`src/rtl/seg_pkg.sv`:
```
// Shared definitions for the 7-segment P2S scheduler.
//   state_t : scheduler FSM states
//   SRC_*   : codes reported on cur_src (who supplied the word on p2s_num)
package seg_pkg;

    typedef enum logic [1:0] {
        ST_IDLE      = 2'd0,
        ST_LAUNCH    = 2'd1,
        ST_WAIT_BUSY = 2'd2,
        ST_WAIT_DONE = 2'd3
    } state_t;

    localparam logic [1:0] SRC_NONE = 2'd0;
    localparam logic [1:0] SRC_0    = 2'd1;
    localparam logic [1:0] SRC_1    = 2'd2;
    localparam logic [1:0] SRC_REF  = 2'd3;

endpackage

```
`src/rtl/seg_p2s_sched_rr_arb2.sv`:
```
// Two-input round-robin arbiter.
//   clk, CR    : clock, synchronous active-low reset
//   req[1:0]   : request vector
//   advance    : a grant is really being issued this cycle; only then does
//                the priority pointer move
//   gnt_onehot : combinational one-hot winner (all zero when no request)
module rr_arb2 (
    input  logic       clk,
    input  logic       CR,
    input  logic [1:0] req,
    input  logic       advance,
    output logic [1:0] gnt_onehot
);

    // 1 = requester 1 won last, so requester 0 is favoured next.
    logic last_reg;

    always_ff @(posedge clk) begin
        if (!CR) begin
            last_reg <= 1'b1;
        end else if (advance && (gnt_onehot != 2'b00)) begin
            last_reg <= gnt_onehot[1];
        end
    end

    always_comb begin
        gnt_onehot = 2'b00;
        unique case (req)
            2'b01:   gnt_onehot = 2'b01;
            2'b10:   gnt_onehot = 2'b10;
            2'b11:   gnt_onehot = last_reg ? 2'b01 : 2'b10;
            default: gnt_onehot = 2'b00;
        endcase
    end

endmodule

```
`src/rtl/seg_p2s_sched.sv`:
```
// Scheduler for the shared 7-segment P2S driver.
//   clk, CR            : clock, synchronous active-low reset
//   req0/num0,req1/num1: requesters; gnt0/gnt1 pulse in the cycle the word is taken
//   p2s_busy           : driver shifting in progress
//   p2s_start          : start pulse to the driver (START_LEN cycles)
//   p2s_num            : word presented to the driver
//   cur_src            : origin of p2s_num (none / req0 / req1 / refresh)
//   to_err             : sticky, driver never raised busy after a start
module seg_p2s_sched
    import seg_pkg::*;
#(
    parameter int unsigned START_LEN   = 2,
    parameter int unsigned BUSY_TO     = 16,
    parameter int unsigned REFRESH_CYC = 1000000
) (
    input  logic        clk,
    input  logic        CR,
    input  logic        req0,
    input  logic [31:0] num0,
    input  logic        req1,
    input  logic [31:0] num1,
    output logic        gnt0,
    output logic        gnt1,
    input  logic        p2s_busy,
    output logic        p2s_start,
    output logic [31:0] p2s_num,
    output logic [1:0]  cur_src,
    output logic        to_err
);

    localparam int LCNT_W = $clog2(START_LEN + 1);
    localparam int TCNT_W = $clog2(BUSY_TO + 1);
    localparam logic [31:0] REFRESH_LAST = (REFRESH_CYC == 0) ? 32'd0 : REFRESH_CYC - 1;
    localparam logic [LCNT_W-1:0] LAUNCH_LAST = LCNT_W'(START_LEN - 1);
    localparam logic [TCNT_W-1:0] TMO_LAST    = TCNT_W'(BUSY_TO - 1);

    state_t             state_reg, state_next;
    logic [LCNT_W-1:0]  launch_cnt_reg;
    logic [TCNT_W-1:0]  tmo_cnt_reg;
    logic [31:0]        idle_cnt_reg;
    logic               busy_seen_reg;
    logic [31:0]        p2s_num_reg;
    logic [1:0]         cur_src_reg;
    logic               to_err_reg;

    logic [1:0]         arb_gnt;
    logic               any_req;
    logic               do_grant;
    logic               refresh_hit;
    logic               set_to_err;

    assign any_req  = req0 | req1;
    // Grants are suppressed during reset so that the reset cycle shows
    // clean outputs even while a requester keeps its request high.
    assign do_grant = CR && (state_reg == ST_IDLE) && !p2s_busy && any_req;

    // Refresh only when nobody is asking (a request always wins), the
    // driver is free and something has been shown before. ">=" keeps the
    // refresh pending if a foreign transfer straddles the due cycle.
    assign refresh_hit = (REFRESH_CYC != 0) && (state_reg == ST_IDLE) && !any_req &&
                         !p2s_busy && (cur_src_reg != SRC_NONE) &&
                         (idle_cnt_reg >= REFRESH_LAST);

    rr_arb2 u_arb (
        .clk        (clk),
        .CR         (CR),
        .req        ({req1, req0}),
        .advance    (do_grant),
        .gnt_onehot (arb_gnt)
    );

    // State register
    always_ff @(posedge clk) begin
        if (!CR) begin
            state_reg <= ST_IDLE;
        end else begin
            state_reg <= state_next;
        end
    end

    // Next-state logic
    always_comb begin
        state_next = state_reg;
        set_to_err = 1'b0;
        unique case (state_reg)
            ST_IDLE: begin
                if (do_grant || refresh_hit) begin
                    state_next = ST_LAUNCH;
                end
            end
            ST_LAUNCH: begin
                if (launch_cnt_reg == LAUNCH_LAST) begin
                    // A busy rise seen while still pulsing start skips WAIT_BUSY.
                    state_next = (busy_seen_reg || p2s_busy) ? ST_WAIT_DONE : ST_WAIT_BUSY;
                end
            end
            ST_WAIT_BUSY: begin
                if (p2s_busy) begin
                    state_next = ST_WAIT_DONE;
                end else if (tmo_cnt_reg == TMO_LAST) begin
                    state_next = ST_IDLE;
                    set_to_err = 1'b1;
                end
            end
            ST_WAIT_DONE: begin
                if (!p2s_busy) begin
                    state_next = ST_IDLE;
                end
            end
            default: state_next = ST_IDLE;
        endcase
    end

    // Outputs
    always_comb begin
        gnt0      = do_grant & arb_gnt[0];
        gnt1      = do_grant & arb_gnt[1];
        p2s_start = (state_reg == ST_LAUNCH);
        p2s_num   = p2s_num_reg;
        cur_src   = cur_src_reg;
        to_err    = to_err_reg;
    end

    // Per-state counters, each cleared whenever its state is (re)entered.
    always_ff @(posedge clk) begin
        if (!CR) begin
            launch_cnt_reg <= '0;
            tmo_cnt_reg    <= '0;
            idle_cnt_reg   <= '0;
            busy_seen_reg  <= 1'b0;
        end else begin
            if ((state_reg == ST_LAUNCH) && (state_next == ST_LAUNCH)) begin
                launch_cnt_reg <= launch_cnt_reg + 1'b1;
                busy_seen_reg  <= busy_seen_reg | p2s_busy;
            end else begin
                launch_cnt_reg <= '0;
                busy_seen_reg  <= 1'b0;
            end

            if ((state_reg == ST_WAIT_BUSY) && (state_next == ST_WAIT_BUSY)) begin
                tmo_cnt_reg <= tmo_cnt_reg + 1'b1;
            end else begin
                tmo_cnt_reg <= '0;
            end

            if ((state_reg == ST_IDLE) && (state_next == ST_IDLE) && !any_req) begin
                if (idle_cnt_reg != 32'hFFFF_FFFF) begin
                    idle_cnt_reg <= idle_cnt_reg + 1'b1;
                end
            end else begin
                idle_cnt_reg <= '0;
            end
        end
    end

    // Word/source latch and sticky timeout flag.
    always_ff @(posedge clk) begin
        if (!CR) begin
            p2s_num_reg <= '0;
            cur_src_reg <= SRC_NONE;
            to_err_reg  <= 1'b0;
        end else begin
            if (do_grant) begin
                p2s_num_reg <= arb_gnt[0] ? num0 : num1;
                cur_src_reg <= arb_gnt[0] ? SRC_0 : SRC_1;
            end else if (refresh_hit) begin
                cur_src_reg <= SRC_REF;
            end
            if (set_to_err) begin
                to_err_reg <= 1'b1;
            end
        end
    end

endmodule

```
`config.mk`:
```
export PLATFORM = sky130hd
export DESIGN_NAME = seg_p2s_sched
export DESIGN_NICKNAME = d
export VERILOG_FILES = /design/src/rtl/seg_pkg.sv /design/src/rtl/seg_p2s_sched_rr_arb2.sv /design/src/rtl/seg_p2s_sched.sv
export SDC_FILE = /design/constraint.sdc
export NUM_CORES = 1
export LEC_CHECK = 0
export CAP_MARGIN = 20
export CORE_ASPECT_RATIO = 0.8
export CORE_MARGIN = 4
export CORE_UTILIZATION = 40
export CTS_CLUSTER_SIZE = 40
export DETAILED_ROUTE_END_ITERATION = 10
export GPL_TIMING_DRIVEN = 0
export PLACE_DENSITY = 0.72
export SYNTH_ARGS = -nofsm -noshare
export SYNTH_HDL_FRONTEND = slang
export SYNTH_SLANG_ARGS = --single-unit
```
`constraint.sdc`:
```
create_clock -name clk -period 4.4 [get_ports clk]
set_input_delay 0.44 -clock clk [delete_from_list [all_inputs] [get_ports clk]]
set_output_delay 0.44 -clock clk [all_outputs]
set_load 0.02 [all_outputs]
```
# After elaboration in Yosys (flattened, before gate mapping)
# Index checks and enable logic that the tools add are counted.
word_totals:
  out_inout_bits: 38
  ff_bits: 78
  wordCells: 68
  input_bits: 69
op_classes:
  order_cmp: 1
  n_addsub: 3
  n_mux: 16
  bitwise_logic: 4
  n_reduce_logical: 24
  n_eq_ne: 11
ops:
  columns: ["cell", "count"]
  rows:
  - ["32-bit by 1-bit adder with 32-bit output (second input constant)", 1]
  - ["32-bit by 20-bit greater-or-equal comparator with 1-bit output (second input constant)", 1]
  - ["32-bit 2-to-1 mux", 1]
  - ["32-bit != test (second input constant)", 1]
  - ["2-bit 2-to-1 mux", 9]
  - ["1-bit logical AND", 12]
  - ["2-bit == test (second input constant)", 5]
  - ["2-bit by 1-bit == test with 1-bit output (second input constant)", 4]
  - ["2-bit case mux with 4 select lines", 1]
  - ["2-bit case mux with 3 select lines", 1]
  - ["2-bit AND reduction", 3]
  - ["2-bit nonzero test", 3]
  - ["5-bit by 1-bit adder with 5-bit output (second input constant)", 1]
  - ["5-bit by 4-bit == test with 1-bit output (second input constant)", 1]
  - ["2-bit logical NOT", 2]
  - ["1-bit 2-to-1 mux", 4]
  - ["2-bit by 1-bit adder with 2-bit output (second input constant)", 1]
  - ["1-bit AND", 2]
  - ["1-bit logical NOT", 2]
  - ["1-bit logical OR", 2]
  - ["1-bit OR", 2]

# Depth between registers and ports, before layout
# Gate-level depths: netlist (run 1).
logic_depth:
  word_depth: 13
  mapped_depth: 9
  mapped_depth_nobuf: 8

# Hierarchy
# Synthesis (run 1) repeated with hierarchy kept, for this count alone.
unflattened:
  cells_unflattened: 422
  hier_area_um2: 3793.6
modules_own_cells:
  columns: ["module", "cells_per_inst", "seq_area_each_um2", "area_per_inst_um2", "n_inst"]
  rows:
  - ["seg_p2s_sched", 415, 1541.5, 3734.8, 1]
  - ["rr_arb2", 7, 20.0, 58.8, 1]

# Least setup slack after synthesis (run 1)
# OpenSTA, ideal clock, no wires.
synth_path:
  path_kind: "flip-flop to flip-flop"
  start: "register idle_cnt_reg[0]"
  end: "register idle_cnt_reg[1]"
  path_buffers: 3
  t_required_ns: 4.272
  arrival_ns: 2.086
  synth_period_minus_slack_ns: 2.214
  setup_slack_ns: 2.186
  setup_time_ns: 0.128
  stages_incl_launch_ff: 10
  cell_sequence: "dfxtp_1 -> ha_1 -> nand3_1 -> or2_2 -> clkbuf_2 -> nor4_1 -> buf_2 -> buf_4 -> mux2i_1 -> nor2_1"
synth_via:
  elab_chain_cells: 9
synth_rtl:
  columns: ["element", "line", "text"]
  rows:
  - ["from (decl)", "seg_p2s_sched.sv:40", "logic [31:0] idle_cnt_reg;"]
  - ["from (signal assigned)", "seg_p2s_sched.sv:148", "idle_cnt_reg <= idle_cnt_reg + 1'b1;"]
  - ["32-bit by 20-bit greater-or-equal comparator with 1-bit output", "seg_p2s_sched.sv:62", "(idle_cnt_reg >= REFRESH_LAST);"]
  - ["1-bit logical AND", "seg_p2s_sched.sv:61", "!p2s_busy && (cur_src_reg != SRC_NONE) &&"]
  - ["1-bit logical OR", "seg_p2s_sched.sv:87", "if (do_grant || refresh_hit) begin"]
  - ["2-bit 2-to-1 mux", "seg_p2s_sched.sv:87", null]
  - ["2-bit case mux with 4 select lines", "seg_p2s_sched.sv:85", "unique case (state_reg)"]
  - ["2-bit logical NOT", "seg_p2s_sched.sv:146", "if ((state_reg == ST_IDLE) && (state_next == ST_IDLE) && !any_req) begin"]
  - ["1-bit logical AND (2 in a row)", "seg_p2s_sched.sv:146", null]
  - ["2-bit AND reduction (no source line)", null, null]
# Parallel ways exist; a longest one is shown, timed or not.
# A chain may end at the register's enable or synchronous reset.

# Final worst setup path (run 1)
layout_path:
  start: "input CR"
  end: "output gnt0"
layout_via:
  elab_chain_cells: 4
layout_rtl:
  columns: ["element", "line", "text"]
  rows:
  - ["from (decl)", "seg_p2s_sched.sv:17", "input logic CR,"]
  - ["1-bit logical AND (3 in a row)", "seg_p2s_sched.sv:55", "assign do_grant = CR && (state_reg == ST_IDLE) && !p2s_busy && any_req;"]
  - ["1-bit AND", "seg_p2s_sched.sv:116", "gnt0 = do_grant & arb_gnt[0];"]
  - ["to (decl)", "seg_p2s_sched.sv:22", "output logic gnt0,"]
# Every way passes these cells.

==> results of run 1 <==
-- layout make-up --
| type | instances | area share [%] |
|---|---|---|
| multi-input combinational | 270 | 35.0 |
| sequential | 78 | 32.2 |
| timing repair buffer | 106 | 21.9 |
| tap | 108 | 2.78 |
| buffer | 25 | 2.76 |
| clock buffer | 9 | 2.55 |
| clock inverter | 7 | 1.99 |
| inverter | 11 | 0.851 |
-- cell usage in the layout (no fill, tap or decap), types with 3 or more instances in the layout --
cell	netlist	routed
and4_2	3	3
nor4_1	5	5
nand2_1	15	15
inv_1	10	10
buf_2	3	3
nor2_1	60	60
o211ai_1	3	3
o21ai_0	14	14
clkdlybuf4s50_1	0	106
nor3_1	5	5
nand3_1	14	14
and3_1	9	9
clkbuf_8	2	11
a21oi_1	24	24
nand4_1	9	9
a222oi_1	32	32
o31ai_1	11	11
or4_1	11	11
xnor2_1	6	6
or3_1	12	12
a2111oi_0	3	3
dfxtp_1	78	78
clkbuf_1	16	16
xor2_1	3	3
ha_1	4	4
-- synthesized netlist by cell type, drive strengths merged (4+ instances only) --
library cell	number
a21oi	25
a222oi	32
and3	9
and4	5
buf	6
clkbuf	19
dfxtp	78
ha	4
inv	10
nand2	15
nand3	14
nand4	10
nor2	60
nor3	5
nor4	5
o21ai	15
o31ai	11
or3	13
or4	13
xnor2	6
-- power breakdown --
group          switching, mW  total (mW)  internal, mW
combinational         0.0859       0.195         0.109
sequential            0.0114       0.736         0.725
clock                  0.279       0.600         0.321
total                  0.376        1.53          1.16
-- worst paths after layout --
check,slack [ns],cells after the start,startpoint,endpoint
worst max-delay path,0.54,7,CR,gnt0
worst min-delay path,0.43,1,launch_cnt_reg[0],launch_cnt_reg[0]
worst max register to register,1.55,9,idle_cnt_reg[0],idle_cnt_reg[1]
worst min register to register,0.43,1,launch_cnt_reg[0],launch_cnt_reg[0]
-- critical path, cell delays in order --
cell and delay, ns:
clkdlybuf4s50_1 0.61, clkinv_1 0.31, nor4_1 0.38, and3_1 0.22, clkbuf_1 0.30, clkbuf_1 0.44
clkdlybuf4s50_1 0.71
-- layer usage --
metal / GRT usage [%] / wire, um / up-vias
li1: - / - / 1713
met1: 27.4 / 4730 / 1682
met2: 32.3 / 4870 / 102
met3: 6.30 / 532 / 20
met4: 6.99 / 288 / 0
met5: 0 / 0 / -
-- logic make-up after synthesis --
kind of cell	Yosys count	synth area share, %
DFF	78	45.4
muxes	1	0.291
xor gates and xnor gates	9	2.29
buffers and inverters	36	5.10
adders and majority gates	4	1.46
and+or+nand+nor	159	24.4
AOI/OAI and AO/OA	97	21.0
-- per-stage QoR --
step,cells,utilization (%),total power [mW]
after detailed placement,598,57.0,0.948
after floorplan,384,-,0.829
final,614,59.7,1.53
after global routing,614,59.7,1.59
after CTS,614,59.7,1.54
after global placement,598,57.0,0.944
==> out/metrics.cfg, run 1 <==
[status]
status=finished, final reports clean

[sta]
worstMarginPinSlew_ns=0.777
rsz0062_at_grt=no
finalCritPeriodShare_pct=87.7
hold_viol_final=0
fmax_mhz=259
setup_ws_ns=0.541
slew-limit-headroom_pct=47.8
period_needed_ns=3.86
tns_ns=0
maxSlewViolCount=0
setup_viol=0
holdWs_ns=0.434
skew_ns=0.0126

[power_and_ir_drop]
peakVddDrop_mv=0.181
p_leak_nw=1.64
power_density_nw_per_um2=316

[clock_network]
cts_htree_levels=3
cts_hold_buf=0
cts_sinks=78
clk_pin_slew_ns=0.09
clk-insertion-delay-late_ns=0.35
cts.path.max_buffers=2
cts_buffers=9
post-cts-setup-buffer-count=0
clock-root-buffer=clkbuf_8
cts.repair.resized=0
cts_tree=done

[place]
pre_cts_slack_ns=0.575
place_area_um2=4630
routabilityCongestion=0.876
hpwl_mm=7.87
portBuffers=106

[yosys]
synth_cell_types=51
synth_seq_cells=78
synth_top_flop_cell=dfxtp_1
ys_seq_area_share_pct=45.4
post_synth.cell_area_avg_um2=8.95
syn_area_um2=3440
synth.top_cells.by_area=dfxtp_1, a222oi_1, nor2_1
synth_nets=457
synth_cells=384
synth_top_area_share_pct=45.4
synth_area_leader_cell=dfxtp_1
synth_edf_count=0
async_reset_ff_share_pct=0
yosysWarningCount=0

[critical_path]
critPathRequiredTime_ns=3.96
cp.arrival_ns=3.42
cp_max_fo=10
cp-start-kind=input port
worstSetupPathType=in2out
endpoint_kind=primary output

[floorplanning]
ioPinCount=107
fp.dieH_um=90.9
rows=29
die_w_um=112
coreArea_um2=8130
die-area_um2=10100
start_util_pct=42.3

[finish]
drive_above_1_share_pct=6.92
area_growth_pct=41.2
seq_area_um2=1560
fin_area_um2=4850
nets=574
antenna_cells=0
num-fill-cells=740
multi_input_area_um2=1700

[route]
wl_mm=10.4
drtIter0Drc=377
drcViolationCount=0
dr_total_vias=3517
drtAntennaViolNets=0
drt_pre_antenna_iters=6
avgRoutedWirePerCell_um=17.0
routed_via_density=5.73

[global_route]
grt_pass1_vias=3217
grt_max_degree=15
grt_overflow=0
grt_usage_pct=20.8
antenna_found_initial=0
grt_pass1_wl_mm=17.1

[job]
drv_cap=0

[min_path]
holdCritPathClass=reg2reg

Power figures use the tool's default switching activity.
==> run 2, diff against run 1 <==
Settings changed: CORE_MARGIN 4 to 3, CTS_CLUSTER_DIAMETER set to 30.
==> out/metrics.cfg, run 2 (synthesized netlist as in run 1, its figures left out) <==
[sta]
tns_ns=0  ; unchanged
fmax_mhz=262  ; was 259 MHz
hold_viol_final=0  ; unchanged
worstMarginPinSlew_ns=0.768  ; was 0.777 ns
setup_viol=0  ; unchanged
rsz0062_at_grt=no  ; unchanged
finalCritPeriodShare_pct=86.9  ; was 87.7%
maxSlewViolCount=0  ; unchanged
holdWs_ns=0.422  ; was 0.434 ns
slew-limit-headroom_pct=48.3  ; was 47.8%
skew_ns=0.0168  ; was 0.0126 ns
period_needed_ns=3.82  ; was 3.86 ns

[critical_path]
cp.arrival_ns=3.38  ; was 3.42 ns
worstSetupPathType=in2out  ; unchanged
critPathRequiredTime_ns=3.96  ; about the same
crit_path_cell_trace=clkdlybuf4s50_1, clkinv_1, nor4_1, and3_1, clkbuf_1, clkbuf_1, clkdlybuf4s50_1  ; unchanged
cp_slowest_stage_delay_ns=0.70  ; was 0.71 ns
worst-path-buf-inv=5  ; unchanged
cp_max_fo=10  ; unchanged
cp-start-kind=input port  ; unchanged
endpoint_kind=primary output  ; unchanged
cp_slowest_cell=clkdlybuf4s50_1  ; unchanged
critPathTopFamily=buffers and inverters  ; unchanged

[place]
place_inst=598  ; unchanged
portBuffers=106  ; unchanged
hpwl_mm=7.63  ; was 7.87 mm
routabilityCongestion=0.899  ; was 0.876

[finish]
nets=574  ; unchanged
final_common_cell=clkdlybuf4s50_1  ; unchanged
final_util_pct=59.4  ; was 59.7%
seq_area_um2=1560  ; unchanged
num-fill-cells=743  ; was 740
area_growth_pct=40.6  ; was 41.2%
stdcell_count=614  ; unchanged
layout_common_cells=clkdlybuf4s50_1, dfxtp_1, nor2_1  ; unchanged
multi_input_area_um2=1700  ; unchanged
drive_above_1_share_pct=6.72  ; was 6.92%
antenna_cells=0  ; unchanged

[global_route]
grt_usage_pct=20.2  ; was 20.8%
antenna_found_initial=0  ; unchanged
grt_max_degree=14  ; was 15
grt_pass1_vias=3081  ; was 3217
grt_overflow=0  ; unchanged
grt_pass1_wl_mm=15.5  ; was 17.1 mm

[floorplanning]
die_w_um=110  ; was 112 um
coreArea_um2=8130  ; unchanged
rows=29  ; unchanged
fp.dieH_um=88.9  ; was 90.9 um
start_util_pct=42.3  ; unchanged
die-area_um2=9740  ; was 10100 um2
ioPinCount=107  ; unchanged

[clock_network]
cts_buffers=9  ; unchanged
cts_tree=done  ; unchanged
post-cts-setup-buffer-count=0  ; unchanged
cts_hold_buf=0  ; unchanged
cts.path.max_buffers=2  ; unchanged
cts_htree_levels=3  ; unchanged
clk-insertion-delay-late_ns=0.35  ; about the same
clk_pin_slew_ns=0.08  ; was 0.09 ns
clock-root-buffer=clkbuf_8  ; unchanged
cts.repair.resized=0  ; unchanged
cts_sinks=78  ; unchanged

[power_and_ir_drop]
p_comb_share_pct=13.1  ; was 12.7%
clockPowerShare_pct=36.9  ; was 39.2%
power_density_nw_per_um2=305  ; was 316 nW/um2
internal-power_mw=1.11  ; was 1.16 mW
swShare_pct=24.5  ; about the same
peakVddDrop_mv=0.195  ; was 0.181 mV
p_seq_share_pct=50.0  ; was 48.1%
post-layout-total-power_mw=1.47  ; was 1.53 mW
p_leak_nw=1.63  ; was 1.64 nW
p_switching_mw=0.362  ; was 0.376 mW

[route]
drtIter0Drc=380  ; was 377
drt_pre_antenna_iters=7  ; was 6
dr_total_vias=3488  ; was 3517
drtAntennaViolNets=0  ; unchanged
avgRoutedWirePerCell_um=16.5  ; was 17.0 um
routed_via_density=5.68  ; was 5.73
wl_mm=10.2  ; was 10.4 mm
drcViolationCount=0  ; unchanged

[job]
drv_cap=0  ; unchanged

[status]
status=finished, final reports clean  ; unchanged

[min_path]
holdCritPathClass=reg2reg  ; unchanged

## run 2: cell types whose count changed in the layout (fill, tap and decap cells not counted), sizes merged
cell and delta:
clkbuf +2, clkinv -2, bufinv -1, clkinvlp +1
## run 2: stage by stage
stage                     worst slack, ns  instance area [um2]
after global routing                0.286                 4830
after detailed placement            0.582                 4630
final                               0.576                 4830
after floorplan                      2.19                 3440
after CTS                           0.579                 4830
after global placement              0.636                 4630
## run 2: power by group through the flow
stage	Combinational, mW	Clock [mW]	Sequential [mW]
final	0.194	0.544	0.737
after CTS	0.194	0.556	0.737
after global placement	0.192	0	0.752
after global routing	0.207	0.583	0.740
after floorplan	0.0572	0	0.772
after detailed placement	0.193	0	0.753
## run 2: path summary, 6_finish.rpt
kind	slack (ns)	cells after the start	startpoint	to
worst max-delay path	0.58	7	CR	gnt0
worst min-delay path	0.42	1	launch_cnt_reg[0]	launch_cnt_reg[0]
worst max register to register	1.57	9	idle_cnt_reg[0]	idle_cnt_reg[1]
worst min register to register	0.42	1	launch_cnt_reg[0]	launch_cnt_reg[0]
## run 2: routing by layer
layer | global-route usage [%] | routed length [um] | vias up
li1 | - | - | 1718
met1 | 27.7 | 4620 | 1673
met2 | 31.5 | 4840 | 78
met3 | 4.98 | 462 | 19
met4 | 6.57 | 233 | 0
met5 | 0 | 0 | -
## run 2: area by class of cell
cell class	instances	area share, %
multi-input combinational	270	35.2
sequential	78	32.3
timing repair buffer	106	22.0
clock buffer	11	2.93
tap	108	2.80
buffer	25	2.77
clock inverter	5	1.17
inverter	11	0.855
